==> src/rtl/reg_exchange_pkg.sv <==
// Shared types and helpers for the register exchange unit.
//   xchg_mode_t : transaction mode encoding (11 is reserved)
//   xchg_lane   : per-bit exchange, returns {a', b'}
//   CNT_W       : width of the accepted-transaction counter
package reg_exchange_pkg;

    localparam int unsigned CNT_W  = 16;
    localparam int unsigned MODE_W = 2;

    typedef enum logic [1:0] {
        A_TO_B = 2'b00,
        B_TO_A = 2'b01,
        SWAP   = 2'b10,
        RSVD   = 2'b11
    } xchg_mode_t;

    // All bits of a lane share one enable, so working bitwise keeps this independent of lane width.
    function automatic logic [1:0] xchg_lane(input xchg_mode_t mode, input logic en,
                                             input logic a, input logic b);
        logic [1:0] r;
        r = {a, b};
        if (en) begin
            case (mode)
                A_TO_B:  r = {a, a};
                B_TO_A:  r = {b, b};
                SWAP:    r = {b, a};
                default: r = {a, b};
            endcase
        end
        return r;
    endfunction

endpackage

==> src/rtl/reg_exchange_if.sv <==
// Handshake and status bundle of the register exchange unit.
//   in_*     : producer side (valid/ready, mode, lane enables, A/B lanes)
//   out_*    : consumer side (valid/ready, transformed A/B, effective mode)
//   fill, xfer_cnt, err_mode : status
// master = producer/consumer environment, slave = the unit.
interface reg_exchange_if
    import reg_exchange_pkg::*;
#(
    parameter int unsigned WIDTH    = 8,
    parameter int unsigned CHANNELS = 4,
    parameter int unsigned DEPTH    = 2
);
    localparam int unsigned LANES_W = CHANNELS * WIDTH;
    localparam int unsigned FILL_W  = $clog2(DEPTH) + 1;

    logic                in_valid;
    logic                in_ready;
    logic [MODE_W-1:0]   in_mode;
    logic [CHANNELS-1:0] in_chan_en;
    logic [LANES_W-1:0]  in_a;
    logic [LANES_W-1:0]  in_b;
    logic                out_valid;
    logic                out_ready;
    logic [LANES_W-1:0]  out_a;
    logic [LANES_W-1:0]  out_b;
    logic [MODE_W-1:0]   out_mode;
    logic [FILL_W-1:0]   fill;
    logic [CNT_W-1:0]    xfer_cnt;
    logic                err_mode;

    modport master (
        output in_valid, in_mode, in_chan_en, in_a, in_b, out_ready,
        input  in_ready, out_valid, out_a, out_b, out_mode, fill, xfer_cnt, err_mode
    );

    modport slave (
        input  in_valid, in_mode, in_chan_en, in_a, in_b, out_ready,
        output in_ready, out_valid, out_a, out_b, out_mode, fill, xfer_cnt, err_mode
    );

endinterface

==> src/rtl/reg_exchange_fifo.sv <==
// Synchronous FIFO; occupancy count is the sole full/empty discriminator.
//   clk_i, rst_i     : clock, synchronous active-high reset
//   push_i, data_i   : write request (ignored when full, even if popping)
//   pop_i            : read request (ignored when empty)
//   data_o           : head entry, held until popped
//   full_o, empty_o, fill_o : occupancy status
module reg_exchange_fifo #(
    parameter int unsigned DATA_W = 8,
    parameter int unsigned DEPTH  = 2
) (
    input  logic                       clk_i,
    input  logic                       rst_i,
    input  logic                       push_i,
    input  logic [DATA_W-1:0]          data_i,
    input  logic                       pop_i,
    output logic [DATA_W-1:0]          data_o,
    output logic                       full_o,
    output logic                       empty_o,
    output logic [$clog2(DEPTH):0]     fill_o
);
    localparam int unsigned PTR_W  = $clog2(DEPTH);
    localparam int unsigned FILL_W = PTR_W + 1;

    logic [DATA_W-1:0] mem_q [DEPTH];
    logic [PTR_W-1:0]  wr_ptr_q, rd_ptr_q;
    logic [FILL_W-1:0] fill_q, fill_d;
    logic              push_ok_c, pop_ok_c;

    assign full_o  = (fill_q == FILL_W'(DEPTH));
    assign empty_o = (fill_q == '0);
    assign fill_o  = fill_q;
    assign data_o  = mem_q[rd_ptr_q];

    assign push_ok_c = push_i & ~full_o;
    assign pop_ok_c  = pop_i & ~empty_o;

    // Occupancy update
    always_comb begin
        fill_d = fill_q;
        case ({push_ok_c, pop_ok_c})
            2'b10:   fill_d = fill_q + FILL_W'(1);
            2'b01:   fill_d = fill_q - FILL_W'(1);
            default: fill_d = fill_q;
        endcase
    end

    // Storage and pointers; DEPTH is a power of two so pointers wrap naturally
    always_ff @(posedge clk_i) begin
        if (rst_i) begin
            wr_ptr_q <= '0;
            rd_ptr_q <= '0;
            fill_q   <= '0;
            for (int unsigned i = 0; i < DEPTH; i++) begin
                mem_q[i] <= '0;
            end
        end else begin
            fill_q <= fill_d;
            if (push_ok_c) begin
                mem_q[wr_ptr_q] <= data_i;
                wr_ptr_q        <= wr_ptr_q + PTR_W'(1);
            end
            if (pop_ok_c) begin
                rd_ptr_q <= rd_ptr_q + PTR_W'(1);
            end
        end
    end

endmodule

==> src/rtl/reg_exchange_unit.sv <==
// Multi-lane register exchange engine: per accepted transaction copies A->B, B->A or swaps
// A/B on each enabled lane, then buffers {mode, a', b'} in an output FIFO.
//   sysclk, rst : clock, synchronous active-high reset
//   bus         : reg_exchange_if slave (input/output handshakes, data, status)
module reg_exchange_unit
    import reg_exchange_pkg::*;
#(
    parameter int unsigned WIDTH        = 8,
    parameter int unsigned CHANNELS     = 4,
    parameter int unsigned DEPTH        = 2,
    parameter logic [1:0]  DEFAULT_MODE = 2'b10
) (
    input  logic           sysclk,
    input  logic           rst,
    reg_exchange_if.slave  bus
);
    localparam int unsigned LANES_W = CHANNELS * WIDTH;
    localparam int unsigned DATA_W  = MODE_W + 2 * LANES_W;

    xchg_mode_t           eff_mode_c;
    logic [LANES_W-1:0]   a_x_c, b_x_c;
    logic                 accept_c;
    logic                 fifo_full, fifo_empty;
    logic [DATA_W-1:0]    head;
    logic [CNT_W-1:0]     cnt_q, cnt_d;
    logic                 err_q, err_d;

    // Reserved mode falls back to the configured default
    always_comb begin
        eff_mode_c = xchg_mode_t'(bus.in_mode);
        if (xchg_mode_t'(bus.in_mode) == RSVD) begin
            eff_mode_c = xchg_mode_t'(DEFAULT_MODE);
        end
    end

    // Lane transform, applied at FIFO write
    always_comb begin
        a_x_c = '0;
        b_x_c = '0;
        for (int unsigned k = 0; k < CHANNELS; k++) begin
            for (int unsigned j = 0; j < WIDTH; j++) begin
                {a_x_c[k*WIDTH+j], b_x_c[k*WIDTH+j]} =
                    xchg_lane(eff_mode_c, bus.in_chan_en[k],
                              bus.in_a[k*WIDTH+j], bus.in_b[k*WIDTH+j]);
            end
        end
    end

    // in_ready depends only on registered occupancy, never on out_ready
    assign accept_c  = bus.in_valid & ~fifo_full;
    assign bus.in_ready  = ~fifo_full;
    assign bus.out_valid = ~fifo_empty;
    assign bus.out_mode  = head[DATA_W-1 -: MODE_W];
    assign bus.out_a     = head[2*LANES_W-1 -: LANES_W];
    assign bus.out_b     = head[LANES_W-1:0];
    assign bus.xfer_cnt  = cnt_q;
    assign bus.err_mode  = err_q;

    reg_exchange_fifo #(
        .DATA_W (DATA_W),
        .DEPTH  (DEPTH)
    ) u_fifo (
        .clk_i   (sysclk),
        .rst_i   (rst),
        .push_i  (bus.in_valid),
        .data_i  ({eff_mode_c, a_x_c, b_x_c}),
        .pop_i   (bus.out_ready),
        .data_o  (head),
        .full_o  (fifo_full),
        .empty_o (fifo_empty),
        .fill_o  (bus.fill)
    );

    // Transaction counter and sticky reserved-mode flag
    always_comb begin
        cnt_d = cnt_q;
        err_d = err_q;
        if (accept_c) begin
            cnt_d = cnt_q + CNT_W'(1);
            if (xchg_mode_t'(bus.in_mode) == RSVD) begin
                err_d = 1'b1;
            end
        end
    end

    always_ff @(posedge sysclk) begin
        if (rst) begin
            cnt_q <= '0;
            err_q <= 1'b0;
        end else begin
            cnt_q <= cnt_d;
            err_q <= err_d;
        end
    end

endmodule

==> src/flat_wrapper.sv <==
// flat-port wrapper written by rule: the top's interface ports become plain ports
module reg_exchange_unit_flat import reg_exchange_pkg::*;
#(
    parameter int unsigned WIDTH        = 8,
    parameter int unsigned CHANNELS     = 4,
    parameter int unsigned DEPTH        = 2,
    parameter logic [1:0]  DEFAULT_MODE = 2'b10
)
  (sysclk, rst, bus_in_valid, bus_in_mode, bus_in_chan_en, bus_in_a, bus_in_b, bus_out_ready, bus_in_ready, bus_out_valid, bus_out_a, bus_out_b, bus_out_mode, bus_fill, bus_xfer_cnt, bus_err_mode);
  reg_exchange_if #(.WIDTH(WIDTH), .CHANNELS(CHANNELS), .DEPTH(DEPTH)) bus_i ();
  input  logic sysclk;
  input  logic rst;
  input wire logic [$bits(bus_i.in_valid)-1:0] bus_in_valid;
  input wire logic [$bits(bus_i.in_mode)-1:0] bus_in_mode;
  input wire logic [$bits(bus_i.in_chan_en)-1:0] bus_in_chan_en;
  input wire logic [$bits(bus_i.in_a)-1:0] bus_in_a;
  input wire logic [$bits(bus_i.in_b)-1:0] bus_in_b;
  input wire logic [$bits(bus_i.out_ready)-1:0] bus_out_ready;
  output wire logic [$bits(bus_i.in_ready)-1:0] bus_in_ready;
  output wire logic [$bits(bus_i.out_valid)-1:0] bus_out_valid;
  output wire logic [$bits(bus_i.out_a)-1:0] bus_out_a;
  output wire logic [$bits(bus_i.out_b)-1:0] bus_out_b;
  output wire logic [$bits(bus_i.out_mode)-1:0] bus_out_mode;
  output wire logic [$bits(bus_i.fill)-1:0] bus_fill;
  output wire logic [$bits(bus_i.xfer_cnt)-1:0] bus_xfer_cnt;
  output wire logic [$bits(bus_i.err_mode)-1:0] bus_err_mode;
  assign bus_i.in_valid = bus_in_valid;
  assign bus_i.in_mode = bus_in_mode;
  assign bus_i.in_chan_en = bus_in_chan_en;
  assign bus_i.in_a = bus_in_a;
  assign bus_i.in_b = bus_in_b;
  assign bus_i.out_ready = bus_out_ready;
  assign bus_in_ready = bus_i.in_ready;
  assign bus_out_valid = bus_i.out_valid;
  assign bus_out_a = bus_i.out_a;
  assign bus_out_b = bus_i.out_b;
  assign bus_out_mode = bus_i.out_mode;
  assign bus_fill = bus_i.fill;
  assign bus_xfer_cnt = bus_i.xfer_cnt;
  assign bus_err_mode = bus_i.err_mode;
  reg_exchange_unit #(.WIDTH(WIDTH), .CHANNELS(CHANNELS), .DEPTH(DEPTH), .DEFAULT_MODE(DEFAULT_MODE)) u_core (.sysclk(sysclk), .rst(rst), .bus(bus_i));
endmodule
==> config.mk <==
export PLATFORM = sky130hd
export DESIGN_NAME = reg_exchange_unit_flat
export DESIGN_NICKNAME = d
export VERILOG_FILES = /design/src/rtl/reg_exchange_pkg.sv /design/src/rtl/reg_exchange_if.sv /design/src/rtl/reg_exchange_fifo.sv /design/src/rtl/reg_exchange_unit.sv /design/src/flat_wrapper.sv
export SDC_FILE = /design/constraint.sdc
export NUM_CORES = 1
export LEC_CHECK = 0
export BUFFER_PORTS_ARGS = -buffer_cell sky130_fd_sc_hd__buf_2
export CAP_MARGIN = 10
export CORE_ASPECT_RATIO = 2
export CORE_MARGIN = 8
export CORE_UTILIZATION = 59
export DETAILED_ROUTE_END_ITERATION = 8
export GPL_TIMING_DRIVEN = 0
export PLACE_DENSITY = 0.85
export SLEW_MARGIN = 20
export SYNTH_ARGS = -nofsm -noshare
export SYNTH_HDL_FRONTEND = slang
export SYNTH_HIERARCHICAL = 1
export SYNTH_SLANG_ARGS = --single-unit
export TNS_END_PERCENT = 50
==> constraint.sdc <==
create_clock -name sysclk -period 5.2 [get_ports sysclk]
set_clock_uncertainty 0.15 [all_clocks]
set_input_delay 0.52 -clock sysclk [delete_from_list [all_inputs] [get_ports sysclk]]
set_output_delay 0.52 -clock sysclk [all_outputs]
set_load 0.02 [all_outputs]
After elaboration in Yosys (flattened, before gate mapping). Memory sizes are Yosys's and may differ from the RTL's. A register that Yosys moved wholly into a read port is not among the register bits. Index checks and enable logic that the tools add are counted. W data, S select, Z words.

Equal/unequal tests: 6. Bitwise gates (word level): 4. Reductions and logical operators: 5. Muxes and demuxes: 76. $add $sub $neg: 5.

Operators with widths (number): $pmux W2 S3 (32); $mux W2 (33); $mux W66 (1); $reduce_or A66 Y1 (1); $add A16 B1 Y16 const B (1); $mux W1 (9); $eq A2 B2 Y1 const B (4); $eq A2 B1 Y1 const B (2); $logic_not A2 Y1 (2); $pmux W2 S2 (1); $add A1 B1 Y1 const B (2); $add A2 B1 Y2 const B (1); $and A1 B1 Y1 (2); $not A1 Y1 (2); $reduce_and A2 Y1 (1); $reduce_bool A2 Y1 (1); $sub A2 B1 Y2 const B (1).

Output and inout bits: 87. Word-level logic and storage cells: 102. Register bits after elaboration: 21. Memory bits (writable): 132. Memories kept: 1.

Memory list: u_core.u_fifo.mem_q (words 2, width 66, rd ports 1, clocked after memory_dff 1, write ports 2, RTL line reg_exchange_fifo.sv:24) `logic [DATA_W-1:0] mem_q [DEPTH];`.

Depth between registers and ports, before layout.
Depth after elaboration: 8. Depth in mapped cells: 7. Mapped depth without buffers: 6.

By module. Netlist, hierarchy kept.

By module, submodules not included: reg_exchange_fifo (cells each 453, sequential area each 4063.9 µm², area an instance 5990.7 µm², times used 1); reg_exchange_unit (cells each 163, sequential area each 340.3 µm², area an instance 1579.0 µm², times used 1).

Worst setup path after synthesis. OpenSTA, ideal clock, no wires.

Kind: register -> register. From: reg u_core.u_fifo.fill_q[0] (netlist: u_core/u_fifo/fill_o[0]). To: mem u_core/u_fifo/mem_q[0][0] (netlist name), enable pin. Arrival time: 2842 ps. Cell stages (with the launch flop): 7. Library setup time: 435 ps. Setup slack: 1773 ps. Clock period less this slack: 3427 ps. Buffers on the path: 2. Path through: dfxtp_1 or2b_1 inv_2 or3_1 buf_2 buf_6 nand2b_1.

RTL lines: start, declared (RTL line reg_exchange_fifo.sv:26) `logic [FILL_W-1:0] fill_q, fill_d;`; start signal, assigned (RTL line reg_exchange_fifo.sv:57) `fill_q <= fill_d;`; end, declared (RTL line reg_exchange_fifo.sv:24).

==> reports/metrics.cfg <==
[place]
dp_slack_ps=2622
port_buffers=157
gp_congestion=0.7976
dp_hpwl_microns=14670
placed_area_sq_um=8606

[synthesis]
yosysMostFrequentCell=nor2_1
synth_commonest_cells=150 x nor2_1, 132 x edfxtp_1, 130 x mux2_2
synth-edff-count=132
ys_warn_count=6
yosysTopAreaCellShare=0.5236
synth.area.top_cells=edfxtp_1 52%, mux2_2 19%, nor2_1 7.4%, dfxtp_1 5.8%, nand2b_1 5.7%
synth_compound_area_frac=0.01339
synth_simple_gate_area_frac=0.1625
syn_area_per_cell_sq_um=12.29
synthesis.area_sq_um=7570
ys_seq_area_frac=0.5818
synth_mux_area_frac=0.1947
synth_xor_area_frac=0.01736
ys_seq_elements=154
synth-async-reset-ratio=0
ys_types=38
synth_fa_ha_area_frac=0.003306
syn-num-nets=692
ys.flop_type=edfxtp_1
postSynthCellCount=616
synth_top_family_by_area=multiplexers
yosys.area.top_type=edfxtp_1

[critical_path]
arrival_ps=2240
cp-start-kind=flip-flop
worstSetupPathType=reg2out
crit_path_end_kind=output port
r2r-end=u_core/u_fifo/mem_q[0][65]
r2r_start=u_core/u_fifo/fill_o[0]
r2r_cells=7
worstPathRequired_ps=4530
critPathMaxFanout=10
r2r_slack_ps=2750

[floorplan]
dieWidth_microns=96.10
dieArea_sq_um=16930
placementRows=58
core_area_sq_um=12550
start_util=0.6029
die_y_microns=176.2
io_pins=161

[final_layout]
area_delta_synth_final_pct=21.72
layout.nets=870
final_area_sq_um=9214
final_layout_size_suffix_gt1_frac=0.4280
antennaDiodeCount=0

[min_path]
hp-class=in2reg
hold_start=rst
hold_path_end=u_core/bus.err_mode
worstHoldPathCells=2

[clocking]
cts_resized=0
clk_pin_slew_worst_paths_ps=60
postCtsSetupBuffers=0
cts.sink_count=154
postCtsHoldBufs=0
cts_buffers=17
cts_buffer_depth=2
htreeDepth=4
cts_tree=done
worstSkewPairLatency_ps=420
cts_root_buf=clkbuf_16

[sta]
slew_violations=0
worst_pin_slew_ps=701.5
fin_crit_ps=2906
fin_crit_sh=0.5588
max_freq_ghz=0.3441
slew_headroom=0.5323
final_hold_viol_count=0
grt_setup_unrepaired=false
setup_viol=0
tns_ps=0
layout_setup_ws_ps=2294

[flow_run]
drv_cap=0

[drt]
first_pass_iters=5
wl_microns=19950
ant_nets=0
num_vias=5355
routed_via_density=5.601
first_iter_violations=267
drc=0
wl_per_cell_microns=20.87

[grt]
use_met3=0.05404
global_route.usage.met2=0.4575
first_global_vias=6007
antenna_found_initial=0
grt-ovfl-total=0
grt_pass1_wl_microns=30580
grt.busiest_layer=met2
use_met1=0.2355
grt_max_degree=46
gr-usage-all-layers=0.2422

[pwr]
powerDensity_nw_per_um2=450.7
p_leak_uw=0.003844
vdd_drop_max_mv=0.3354

[run_status]
outcome=complete, no violations

## where the power goes
part	total, uW	internal, uW	switching [uW]
combinational	1260	486	777
sequential	1610	1550	61.9
clock	1280	802	480
## worst max path at each step
| stage | start | end | cells after the start |
|---|---|---|---|
| after floorplan | u_core/u_fifo/fill_o[0] | u_core/u_fifo/mem_q[0][0] | 6 |
| after global placement | rst | u_core/u_fifo/mem_q[1][59] | 3 |
| after detailed placement | rst | u_core/u_fifo/mem_q[1][27] | 4 |
| after CTS | flip-flop | bus_out_a[15] | 4 |
| after global routing | flip-flop | bus_out_a[12] | 4 |
| final | flip-flop | bus_out_a[12] | 4 |
## placed cells by master (no fill, tap or decap), types with 2 or more instances in the layout
| cell | instances |
|---|---|
| dfxtp_1 | 22 |
| clkinv_2 | 2 |
| edfxtp_1 | 132 |
| nor2_1 | 150 |
| xor2_1 | 12 |
| mux2_2 | 130 |
| nand2_1 | 9 |
| or3_1 | 4 |
| o21ai_0 | 4 |
| buf_2 | 167 |
| inv_1 | 6 |
| o21ai_2 | 4 |
| xnor2_1 | 3 |
| ha_1 | 2 |
| a21oi_1 | 5 |
| and3_1 | 2 |
| bufinv_16 | 4 |
| clkbuf_16 | 17 |
| clkinvlp_4 | 2 |
| and4_2 | 2 |
| buf_6 | 3 |
| nand3_1 | 4 |
| nand4_1 | 4 |
| nand2b_1 | 67 |
| nand2b_4 | 2 |
| clkbuf_1 | 25 |
| clkinv_4 | 2 |
## flip-flops by register name (all words and copies together), names as in the netlist, named ones only
register	count
u_core/bus.err_mode	1
u_core/bus.xfer_cnt	16
u_core/u_fifo/fill_o	2
u_core/u_fifo/mem_q	132
u_core/u_fifo/rd_ptr_q	1
u_core/u_fifo/wr_ptr_q	1
## stage by stage
step	cells	hold slack (ps)	power (uW)	utilization
after detailed placement	925	300.8	2898	0.6855
final	956	304.1	4152	0.7339
after floorplan	616	312.9	2460	-
after global placement	923	314.0	2854	0.6805
after global routing	956	324.8	4301	0.7339
after CTS	956	300.4	4174	0.7339
## cell families after synthesis
logic type	Yosys count
DFF	154
adders and majority gates	2
and+or+nand+nor	254
buffers and inverters	44
muxes	131
xor gates and xnor gates	15
AOI/OAI and AO/OA	16
## critical path, stage by stage, from the launching register on
cell      delay (ps)
dfxtp_1          340
clkbuf_1         500
buf_2            420
mux2_2           390
buf_2            160
## final cells by class
cell class	count	area (sq um)
Sequential cell	154	4404
Fill cell	874	3341
Multi-Input combinational cell	418	2977
Timing Repair Buffer	159	833.3
Clock buffer	20	436.7
Tap cell	150	187.7
Buffer	37	177.7
Clock inverter	11	171.4
Inverter	7	26.28
## metal layers
layer	routed length [microns]	share of wire
met1	6460	0.32
met2	11620	0.58
met3	1306	0.065
met4	566	0.028
met5	0	0
(Power assumes the default switching activity.)
